## src/rtl/serv_wb_arbiter_if.sv

```systemverilog
// serv_wb_arbiter_if
//  Bundles the three buses the arbiter connects:
//   - ibus : SERV instruction fetch port (adr/cyc in, rdt/ack out)
//   - dbus : SERV data port (adr/dat/sel/we/cyc in, rdt/ack out)
//   - wb   : merged Wishbone master port towards the memory/peripheral
//  Modports:
//   - master : the arbiter's view. It drives the merged Wishbone request and
//              the per-master responses.
//   - slave  : the surrounding system's view. It drives the core requests and
//              the slave response, and observes everything else.
interface serv_wb_arbiter_if;
    // Instruction bus (core side)
    logic [31:0] ibus_adr;
    logic        ibus_cyc;
    logic [31:0] ibus_rdt;
    logic        ibus_ack;

    // Data bus (core side)
    logic [31:0] dbus_adr;
    logic [31:0] dbus_dat;
    logic [3:0]  dbus_sel;
    logic        dbus_we;
    logic        dbus_cyc;
    logic [31:0] dbus_rdt;
    logic        dbus_ack;

    // Merged Wishbone port (memory side)
    logic [31:0] wb_adr;
    logic [31:0] wb_dat;
    logic [3:0]  wb_sel;
    logic        wb_we;
    logic        wb_cyc;
    logic [31:0] wb_rdt;
    logic        wb_ack;

    modport master (
        input  ibus_adr, ibus_cyc,
        output ibus_rdt, ibus_ack,
        input  dbus_adr, dbus_dat, dbus_sel, dbus_we, dbus_cyc,
        output dbus_rdt, dbus_ack,
        output wb_adr, wb_dat, wb_sel, wb_we, wb_cyc,
        input  wb_rdt, wb_ack
    );

    modport slave (
        output ibus_adr, ibus_cyc,
        input  ibus_rdt, ibus_ack,
        output dbus_adr, dbus_dat, dbus_sel, dbus_we, dbus_cyc,
        input  dbus_rdt, dbus_ack,
        input  wb_adr, wb_dat, wb_sel, wb_we, wb_cyc,
        output wb_rdt, wb_ack
    );
endinterface

```

## src/rtl/serv_wb_arbiter.sv

```systemverilog
// serv_wb_arbiter
//  Merges the SERV instruction bus and data bus onto a single Wishbone master
//  port. A registered grant (IDLE / GNT_I / GNT_D) selects which core bus is
//  routed to the memory side; the grant is held until the slave acks or the
//  granted master drops its cycle. Ties are resolved round-robin, with dbus
//  winning the first tie after reset.
//  Also provides a stall watchdog (timeout) and a sticky protocol error flag
//  raised when the slave acks while no cycle is presented.
// Ports:
//  clock        : system clock, rising edge
//  reset        : synchronous active-high reset
//  bus          : serv_wb_arbiter_if.master (ibus, dbus and merged wb signals)
//  timeout      : registered, high while the stall count is >= MAX_WAIT
//  protocol_err : sticky, set by an ack seen while wb_cyc is low
// Parameters:
//  MAX_WAIT     : stall cycles (cyc high, no ack) before timeout asserts, 1..255
module serv_wb_arbiter #(
    parameter int MAX_WAIT = 4
) (
    input  logic                  clock,
    input  logic                  reset,
    serv_wb_arbiter_if.master     bus,
    output logic                  timeout,
    output logic                  protocol_err
);

    localparam logic [7:0] MAX_WAIT_W = 8'(MAX_WAIT);

    typedef enum logic [1:0] {
        IDLE  = 2'd0,
        GNT_I = 2'd1,
        GNT_D = 2'd2
    } state_t;

    state_t      state_reg;
    logic        last_d_reg;        // 1 when dbus was the most recent grant
    logic [7:0]  count_reg;
    logic [7:0]  count_next;
    logic        timeout_reg;
    logic        protocol_err_reg;

    // Merged request and per-master acks (combinational from the grant)
    logic [31:0] wb_adr;
    logic [31:0] wb_dat;
    logic [3:0]  wb_sel;
    logic        wb_we;
    logic        wb_cyc;
    logic        ibus_ack;
    logic        dbus_ack;

    // ------------------------------------------------------------------
    // Request routing. The mux select is the registered grant, so a new
    // request reaches the slave one cycle after it appears. While reset is
    // high everything is forced low so an in-flight ack cannot leak through.
    // ------------------------------------------------------------------
    always_comb begin
        wb_adr   = 32'd0;
        wb_dat   = 32'd0;
        wb_sel   = 4'd0;
        wb_we    = 1'b0;
        wb_cyc   = 1'b0;
        ibus_ack = 1'b0;
        dbus_ack = 1'b0;
        if (!reset) begin
            case (state_reg)
                GNT_I: begin
                    wb_adr   = bus.ibus_adr;
                    wb_sel   = 4'hf;
                    wb_cyc   = bus.ibus_cyc;
                    // Gating on cyc drops a slave ack that lands after an abort
                    ibus_ack = bus.ibus_cyc & bus.wb_ack;
                end
                GNT_D: begin
                    wb_adr   = bus.dbus_adr;
                    wb_dat   = bus.dbus_dat;
                    wb_sel   = bus.dbus_sel;
                    wb_we    = bus.dbus_we;
                    wb_cyc   = bus.dbus_cyc;
                    dbus_ack = bus.dbus_cyc & bus.wb_ack;
                end
                default: begin
                end
            endcase
        end
    end

    // ------------------------------------------------------------------
    // Watchdog: counts cycles with an outstanding, un-acked cycle and
    // saturates at 255 so a long stall never wraps back below MAX_WAIT.
    // ------------------------------------------------------------------
    always_comb begin
        count_next = 8'd0;
        if (wb_cyc && !bus.wb_ack) begin
            count_next = (count_reg == 8'hff) ? count_reg : count_reg + 8'd1;
        end
    end

    // ------------------------------------------------------------------
    // Grant FSM, watchdog and error flag state
    // ------------------------------------------------------------------
    always_ff @(posedge clock) begin
        if (reset) begin
            state_reg        <= IDLE;
            last_d_reg       <= 1'b0;
            count_reg        <= 8'd0;
            timeout_reg      <= 1'b0;
            protocol_err_reg <= 1'b0;
        end else begin
            count_reg   <= count_next;
            // Comparing the next count keeps timeout aligned with count_reg
            timeout_reg <= (count_next >= MAX_WAIT_W);

            if (bus.wb_ack && !wb_cyc) begin
                protocol_err_reg <= 1'b1;
            end

            case (state_reg)
                IDLE: begin
                    // On a tie the master that was not granted last wins
                    if (bus.dbus_cyc && (!bus.ibus_cyc || !last_d_reg)) begin
                        state_reg  <= GNT_D;
                        last_d_reg <= 1'b1;
                    end else if (bus.ibus_cyc) begin
                        state_reg  <= GNT_I;
                        last_d_reg <= 1'b0;
                    end
                end
                GNT_I: begin
                    // Release on completion or on abort (cyc dropped)
                    if (!bus.ibus_cyc || bus.wb_ack) begin
                        state_reg <= IDLE;
                    end
                end
                GNT_D: begin
                    if (!bus.dbus_cyc || bus.wb_ack) begin
                        state_reg <= IDLE;
                    end
                end
                default: begin
                    state_reg <= IDLE;
                end
            endcase
        end
    end

    // ------------------------------------------------------------------
    // Output drive. Read data is broadcast; each master qualifies it with
    // its own ack.
    // ------------------------------------------------------------------
    assign bus.wb_adr   = wb_adr;
    assign bus.wb_dat   = wb_dat;
    assign bus.wb_sel   = wb_sel;
    assign bus.wb_we    = wb_we;
    assign bus.wb_cyc   = wb_cyc;
    assign bus.ibus_ack = ibus_ack;
    assign bus.dbus_ack = dbus_ack;
    assign bus.ibus_rdt = bus.wb_rdt;
    assign bus.dbus_rdt = bus.wb_rdt;

    assign timeout      = timeout_reg;
    assign protocol_err = protocol_err_reg;

endmodule
```

## src/flat_wrapper.sv

```systemverilog
// flat-port wrapper written by rule: the top's interface ports become plain ports
module serv_wb_arbiter_flat 
#(
    parameter int MAX_WAIT = 4
)
  (clock, reset, timeout, protocol_err, bus_ibus_adr, bus_ibus_cyc, bus_ibus_rdt, bus_ibus_ack, bus_dbus_adr, bus_dbus_dat, bus_dbus_sel, bus_dbus_we, bus_dbus_cyc, bus_dbus_rdt, bus_dbus_ack, bus_wb_adr, bus_wb_dat, bus_wb_sel, bus_wb_we, bus_wb_cyc, bus_wb_rdt, bus_wb_ack);
  serv_wb_arbiter_if bus_i ();
  input  logic clock;
  input  logic reset;
  output logic timeout;
  output logic protocol_err;
  input wire logic [$bits(bus_i.ibus_adr)-1:0] bus_ibus_adr;
  input wire logic [$bits(bus_i.ibus_cyc)-1:0] bus_ibus_cyc;
  output wire logic [$bits(bus_i.ibus_rdt)-1:0] bus_ibus_rdt;
  output wire logic [$bits(bus_i.ibus_ack)-1:0] bus_ibus_ack;
  input wire logic [$bits(bus_i.dbus_adr)-1:0] bus_dbus_adr;
  input wire logic [$bits(bus_i.dbus_dat)-1:0] bus_dbus_dat;
  input wire logic [$bits(bus_i.dbus_sel)-1:0] bus_dbus_sel;
  input wire logic [$bits(bus_i.dbus_we)-1:0] bus_dbus_we;
  input wire logic [$bits(bus_i.dbus_cyc)-1:0] bus_dbus_cyc;
  output wire logic [$bits(bus_i.dbus_rdt)-1:0] bus_dbus_rdt;
  output wire logic [$bits(bus_i.dbus_ack)-1:0] bus_dbus_ack;
  output wire logic [$bits(bus_i.wb_adr)-1:0] bus_wb_adr;
  output wire logic [$bits(bus_i.wb_dat)-1:0] bus_wb_dat;
  output wire logic [$bits(bus_i.wb_sel)-1:0] bus_wb_sel;
  output wire logic [$bits(bus_i.wb_we)-1:0] bus_wb_we;
  output wire logic [$bits(bus_i.wb_cyc)-1:0] bus_wb_cyc;
  input wire logic [$bits(bus_i.wb_rdt)-1:0] bus_wb_rdt;
  input wire logic [$bits(bus_i.wb_ack)-1:0] bus_wb_ack;
  assign bus_i.ibus_adr = bus_ibus_adr;
  assign bus_i.ibus_cyc = bus_ibus_cyc;
  assign bus_ibus_rdt = bus_i.ibus_rdt;
  assign bus_ibus_ack = bus_i.ibus_ack;
  assign bus_i.dbus_adr = bus_dbus_adr;
  assign bus_i.dbus_dat = bus_dbus_dat;
  assign bus_i.dbus_sel = bus_dbus_sel;
  assign bus_i.dbus_we = bus_dbus_we;
  assign bus_i.dbus_cyc = bus_dbus_cyc;
  assign bus_dbus_rdt = bus_i.dbus_rdt;
  assign bus_dbus_ack = bus_i.dbus_ack;
  assign bus_wb_adr = bus_i.wb_adr;
  assign bus_wb_dat = bus_i.wb_dat;
  assign bus_wb_sel = bus_i.wb_sel;
  assign bus_wb_we = bus_i.wb_we;
  assign bus_wb_cyc = bus_i.wb_cyc;
  assign bus_i.wb_rdt = bus_wb_rdt;
  assign bus_i.wb_ack = bus_wb_ack;
  serv_wb_arbiter #(.MAX_WAIT(MAX_WAIT)) u_core (.clock(clock), .reset(reset), .bus(bus_i), .timeout(timeout), .protocol_err(protocol_err));
endmodule
```

## config.mk

```make
export PLATFORM = sky130hd
export DESIGN_NAME = serv_wb_arbiter_flat
export DESIGN_NICKNAME = d
export VERILOG_FILES = /design/src/rtl/serv_wb_arbiter_if.sv /design/src/rtl/serv_wb_arbiter.sv /design/src/flat_wrapper.sv
export SDC_FILE = /design/constraint.sdc
export NUM_CORES = 1
export LEC_CHECK = 0
export CAP_MARGIN = 20
export CELL_PAD_IN_SITES_DETAIL_PLACEMENT = 1
export CELL_PAD_IN_SITES_GLOBAL_PLACEMENT = 1
export CORE_AREA = 3 3 107 109
export CTS_BUF_LIST = sky130_fd_sc_hd__clkbuf_4
export DETAILED_ROUTE_END_ITERATION = 10
export DIE_AREA = 0 0 110 112
export DONT_BUFFER_PORTS = 1
export PLACE_DENSITY_LB_ADDON = 0.05
export SYNTH_ARGS = -nofsm -noshare
export SYNTH_HDL_FRONTEND = slang
export SYNTH_SLANG_ARGS = --single-unit
```

## constraint.sdc

```tcl
create_clock -name clock -period 4.4 [get_ports clock]
set_input_delay 0.44 -clock clock [delete_from_list [all_inputs] [get_ports clock]]
set_output_delay 0.44 -clock clock [all_outputs]
set_load 0.01 [all_outputs]
```

== Word level (Yosys, flattened, before mapping) ==
Cells that the tools add are included.
Storage, ports and cells
  input port bits: 138
  word-level logic and storage cells: 53
  memories: 0
  ROM bits: 0
  latch bits: 0
  bits in writable memories: 0
  flip-flop bits (word level): 13
Cells by class
  div/mod/pow operators: 0
  shift operators: 0
  magnitude comparators: 1
  add/subtract/negate cells: 1
  muxes and demuxes: 23
  bitwise gates (word level): 2
  equality and inequality tests: 6
  multipliers: 0
  reduce and logical (&&, ||, !) cells: 15
Operators with widths (count)
  $mux 32: 3
  $pmux 32 s2: 1
  $mux 8: 2
  $mux 1: 9
  $add 8x1->8 const B: 1
  $eq 8x8->1 const B: 1
  $ge 8x3->1 const B: 1
  $mux 2: 4
  $pmux 4 s2: 1
  $pmux 2 s3: 1
  $logic_not 1->1: 5
  $mux 4: 1
  $ne 2x1->1 const B: 2
  $logic_and 1x1->1: 3
  $logic_or 1x1->1: 3
  $ne 3x2->1 const B: 1
  $reduce_and 3->1: 1
  $and 1x1->1: 2
  $eq 2x1->1 const B: 1
  $eq 2x2->1 const B: 1
  $logic_not 2->1: 1
  $pmux 1 s2: 1
  $reduce_and 2->1: 1
  $reduce_bool 2->1: 1

== Depth between registers and ports, before layout ==
  depth after elaboration: 6
  mapped depth: 8

== Worst setup path before layout ==
OpenSTA, ideal clock, no wires.
  path type: reg2out
  start point: reg u_core.state_reg[0]
  end point: out bus_wb_adr[21]
  cell stages (with the launch flop): 7
  buffers on the path: 2
  setup slack: 2.537 ns
  data required time: 3.960 ns
  arrival time: 1.423 ns
  path through: dfxtp_1 inv_1 ha_1 nand2b_1 clkbuf_1 buf_1 nor2_1
Between the ends
  cells in the longest elaborated chain, start to end: 3
  elaborated cells between the ends (all ways): 4
  those cells by class: eq/ne (2); mux (2)
RTL lines
  from (decl): line serv_wb_arbiter.sv:35  | state_t state_reg;
  from (signal assigned): line serv_wb_arbiter.sv:103  | state_reg <= IDLE;
  from (signal assigned): line serv_wb_arbiter.sv:121  | state_reg <= GNT_D;
  from (signal assigned): line serv_wb_arbiter.sv:124  | state_reg <= GNT_I;
  $eq 2x2->1 or $eq 2x1->1 (tied branches): line serv_wb_arbiter.sv:65  | case (state_reg)
  $pmux 32 s2 *: line serv_wb_arbiter.sv:65
  $mux 32 *: line serv_wb_arbiter.sv:64  | if (!reset) begin
  to (decl): line flat_wrapper.sv:23  | output wire logic [$bits(bus_i.wb_adr)-1:0] bus_wb_adr;
Mark *: on every way between the ends. The rest lies on a longest branch, timed or not.

== Final worst setup path ==
  start point: reg u_core.state_reg[0]
  end point: out bus_wb_dat[29]
Between the ends
  cells in the longest elaborated chain, start to end: 3
RTL lines
  $eq 2x2->1: line serv_wb_arbiter.sv:65
  $mux 32: line serv_wb_arbiter.sv:65
  $mux 32: line serv_wb_arbiter.sv:64
  to (decl): line flat_wrapper.sv:24  | output wire logic [$bits(bus_i.wb_dat)-1:0] bus_wb_dat;
Every way passes these cells.

==> out/metrics.csv <==
metric,value,unit
Arrival @ worst endpoint,1940,ps
Worst Slack Setup Final,2020,ps
average cell area after synthesis,6.95,um^2
syn nets,408,
hpwl dp,5650,um
Setup Buffers After CTS,0,
Crit-path slowest cell,buf_4,
port bufs,0,
cts bufs inserted,3,
worst path cell trace,"inv_1, ha_1, buf_4, nor2b_1, buf_4, and2_1",
worst-margin pin slew,492,ps
Area growth syn-to-layout,-17.3,%
DR pass1 iterations,4,
max reg flops,8,
1st-iter DRT viols,53,
ANT nets after route,0,
vias per cell,4.54,
IO Pins,276,
status,completed,
CTS tree,built,
Routed WL,6820,um
PwrDens,211,nW/um^2
share of cells above drive strength 1,7.25,%
period utilization,54.0,%
H-tree depth,1,
Routed WL per cell,20.5,um
Clock Latency Late Sink,290,ps
total gr overflow,0,
Sink Count,13,
area of the multi-input gates,1020,um^2
largest net degree at the start of global routing,39,
GPL Wtd Cong,0.661,
Post-DP Area,1500,um^2
Max-Cap Viols,0,
Leak,0.479,nW
Die Span Y,112,um
antenna violations before repair,0,
most frequent CP cell,buf_4,
Mapped Cells,266,
Hold WC Path Type,input port to flip-flop,
Crit Path Max Fanout,38,
Setup TNS Final,0,ps
Max Slew Vio Count,0,
Setup crit end kind,output port,
CP required,3960,ps
ANT cells,0,
Initial Utilization,17.3,%
Root Driver,clkbuf_4,
clock-pin slew on the worst setup and hold paths,90,ps
final worst path period need,2380,ps
synth warn,0,
worst-case vdd ir drop,70.4,uV
Slew headroom,66.9,%
cts repair resizes,0,
unrepaired setup endpoints after global routing,false,
register area,260,um^2
"Largest stage delay, worst path",370,ps
number of synthesized register bits,13,
fill count,1313,
Synth area leaders,"buf_4 26%, dfxtp_1 14%, a22oi_1 13%",
CTS Buffer Depth,2,
nets,336,
Cell variety after synth,36,
endpoints failing hold,0,
Site Rows,38,
Synth area leader,buf_4,
Setup WS pre-CTS,2330,ps
Hold Buf Count CTS,0,
total track usage,9.88,%
design area,1530,um^2
Critical Path Start Type,flip-flop,
final hold slack,218,ps
# DRC,0,
Die W,110,um
"Cell Area, Synth",1850,um^2
register area share after synthesis,14.1,%
core area,10700,um^2
crit path kind,flip-flop to output port,
final setup skew,10.7,ps
Yosys top cell area share,26.0,%
first-pass GRT wire length,9290,um
fmax,421,MHz
full die area,12300,um^2
final setup vio count,0,
vias in the first global route,1527,
Tot Pwr,322,uW
via count,1512,
## routing by layer
layer / track usage [%] / part of all wire [%] / vias to the layer above
met3: 4.64 / 14 / 11
met4: 2.33 / 0.88 / 0
met1: 11.5 / 37 / 690
met2: 16.3 / 48 / 127
met5: 0 / 0 / -
li1: - / - / 684
## where the power goes
part | internal, mW | total [mW] | switching, mW
sequential | 0.121 | 0.125 | 0.00374
combinational | 0.0388 | 0.115 | 0.0765
clock | 0.0337 | 0.0820 | 0.0483
## synthesized netlist by cell type
| master | instances |
|---|---|
| nand2b_1 | 1 |
| nand2_1 | 5 |
| nand3_2 | 1 |
| a21o_1 | 1 |
| dfxtp_1 | 13 |
| xor2_1 | 2 |
| and4b_1 | 2 |
| buf_6 | 1 |
| a22oi_1 | 32 |
| o21bai_1 | 1 |
| nor2_1 | 49 |
| a211o_1 | 2 |
| inv_1 | 5 |
| a211oi_1 | 1 |
| o21ai_0 | 3 |
| a22oi_2 | 1 |
| and3_1 | 1 |
| buf_4 | 64 |
| a21oi_1 | 10 |
| and4_1 | 1 |
| nor4b_1 | 1 |
| ha_1 | 4 |
| buf_1 | 4 |
| or3_1 | 1 |
| mux2i_1 | 1 |
| nor2b_1 | 3 |
| a31oi_1 | 2 |
| and2_1 | 33 |
| and3_4 | 1 |
| buf_2 | 1 |
| o2111ai_2 | 1 |
| and4_2 | 1 |
| or4_1 | 1 |
| nor3_2 | 1 |
| clkbuf_1 | 11 |
| nor3_1 | 4 |
## kinds of logic (layout without fill, tap and decap cells)
group                    Yosys count  in the layout  share of synthesized area, %
AO/OA/AOI/OAI                     54             54                          20.9
XOR/XNOR                           2              2                         0.948
adder cells (fa/ha/maj)            4              4                          2.71
buffers and inverters             86             13                          30.9
flip-flops                        13             13                          14.1
multiplexers                       1              1                         0.542
AND/OR/NAND/NOR                  106            106                          29.9
## area by class of cell
type	instances	share of cell area (%)
clock buffers	3	1.47
clock inverters	1	0.328
inverters	5	1.23
multi-input cells	167	66.5
flip-flops and latches	13	17.0
well taps	140	11.5
repair buffers	4	1.97
## critical path: cells and delay by family (launching register included)
kind,cells,cell delay (ps)
flops,1,340
simple gates,2,410
buf+inv,3,700
fa+ha+maj,1,200
## path summary, 6_finish.rpt
path                                                       start                                to  slack, ps  cells past startpoint
worst min-delay path                                       reset  u_core.state_reg[1]$_SDFFE_PP0P_        220                      1
worst max register to register  u_core.state_reg[1]$_SDFFE_PP0P_         u_core.timeout$_SDFF_PP0_       2350                      7
worst max-delay path            u_core.state_reg[0]$_SDFFE_PP0P_                    bus_wb_dat[29]       2020                      6
worst min register to register  u_core.state_reg[0]$_SDFFE_PP0P_  u_core.state_reg[0]$_SDFFE_PP0P_        520                      2
## stage by stage
step	instances	utilization (%)
floorplan	266	-
global placement	329	14.0
detailed placement	329	14.0
CTS	333	14.3
global route	333	14.3
finish	333	14.3
## placed cells by master (no fill, tap or decap), drive strengths merged, types with 3 or more instances in the layout
| cell type | instances |
|---|---|
| nor3 | 5 |
| a21oi | 10 |
| a22oi | 33 |
| o21ai | 3 |
| buf | 4 |
| nand2 | 5 |
| nor2 | 49 |
| clkbuf | 3 |
| inv | 5 |
| and2 | 33 |
| ha | 4 |
| dfxtp | 13 |
| nor2b | 3 |
No activity file was read; power rests on OpenSTA's default activity.
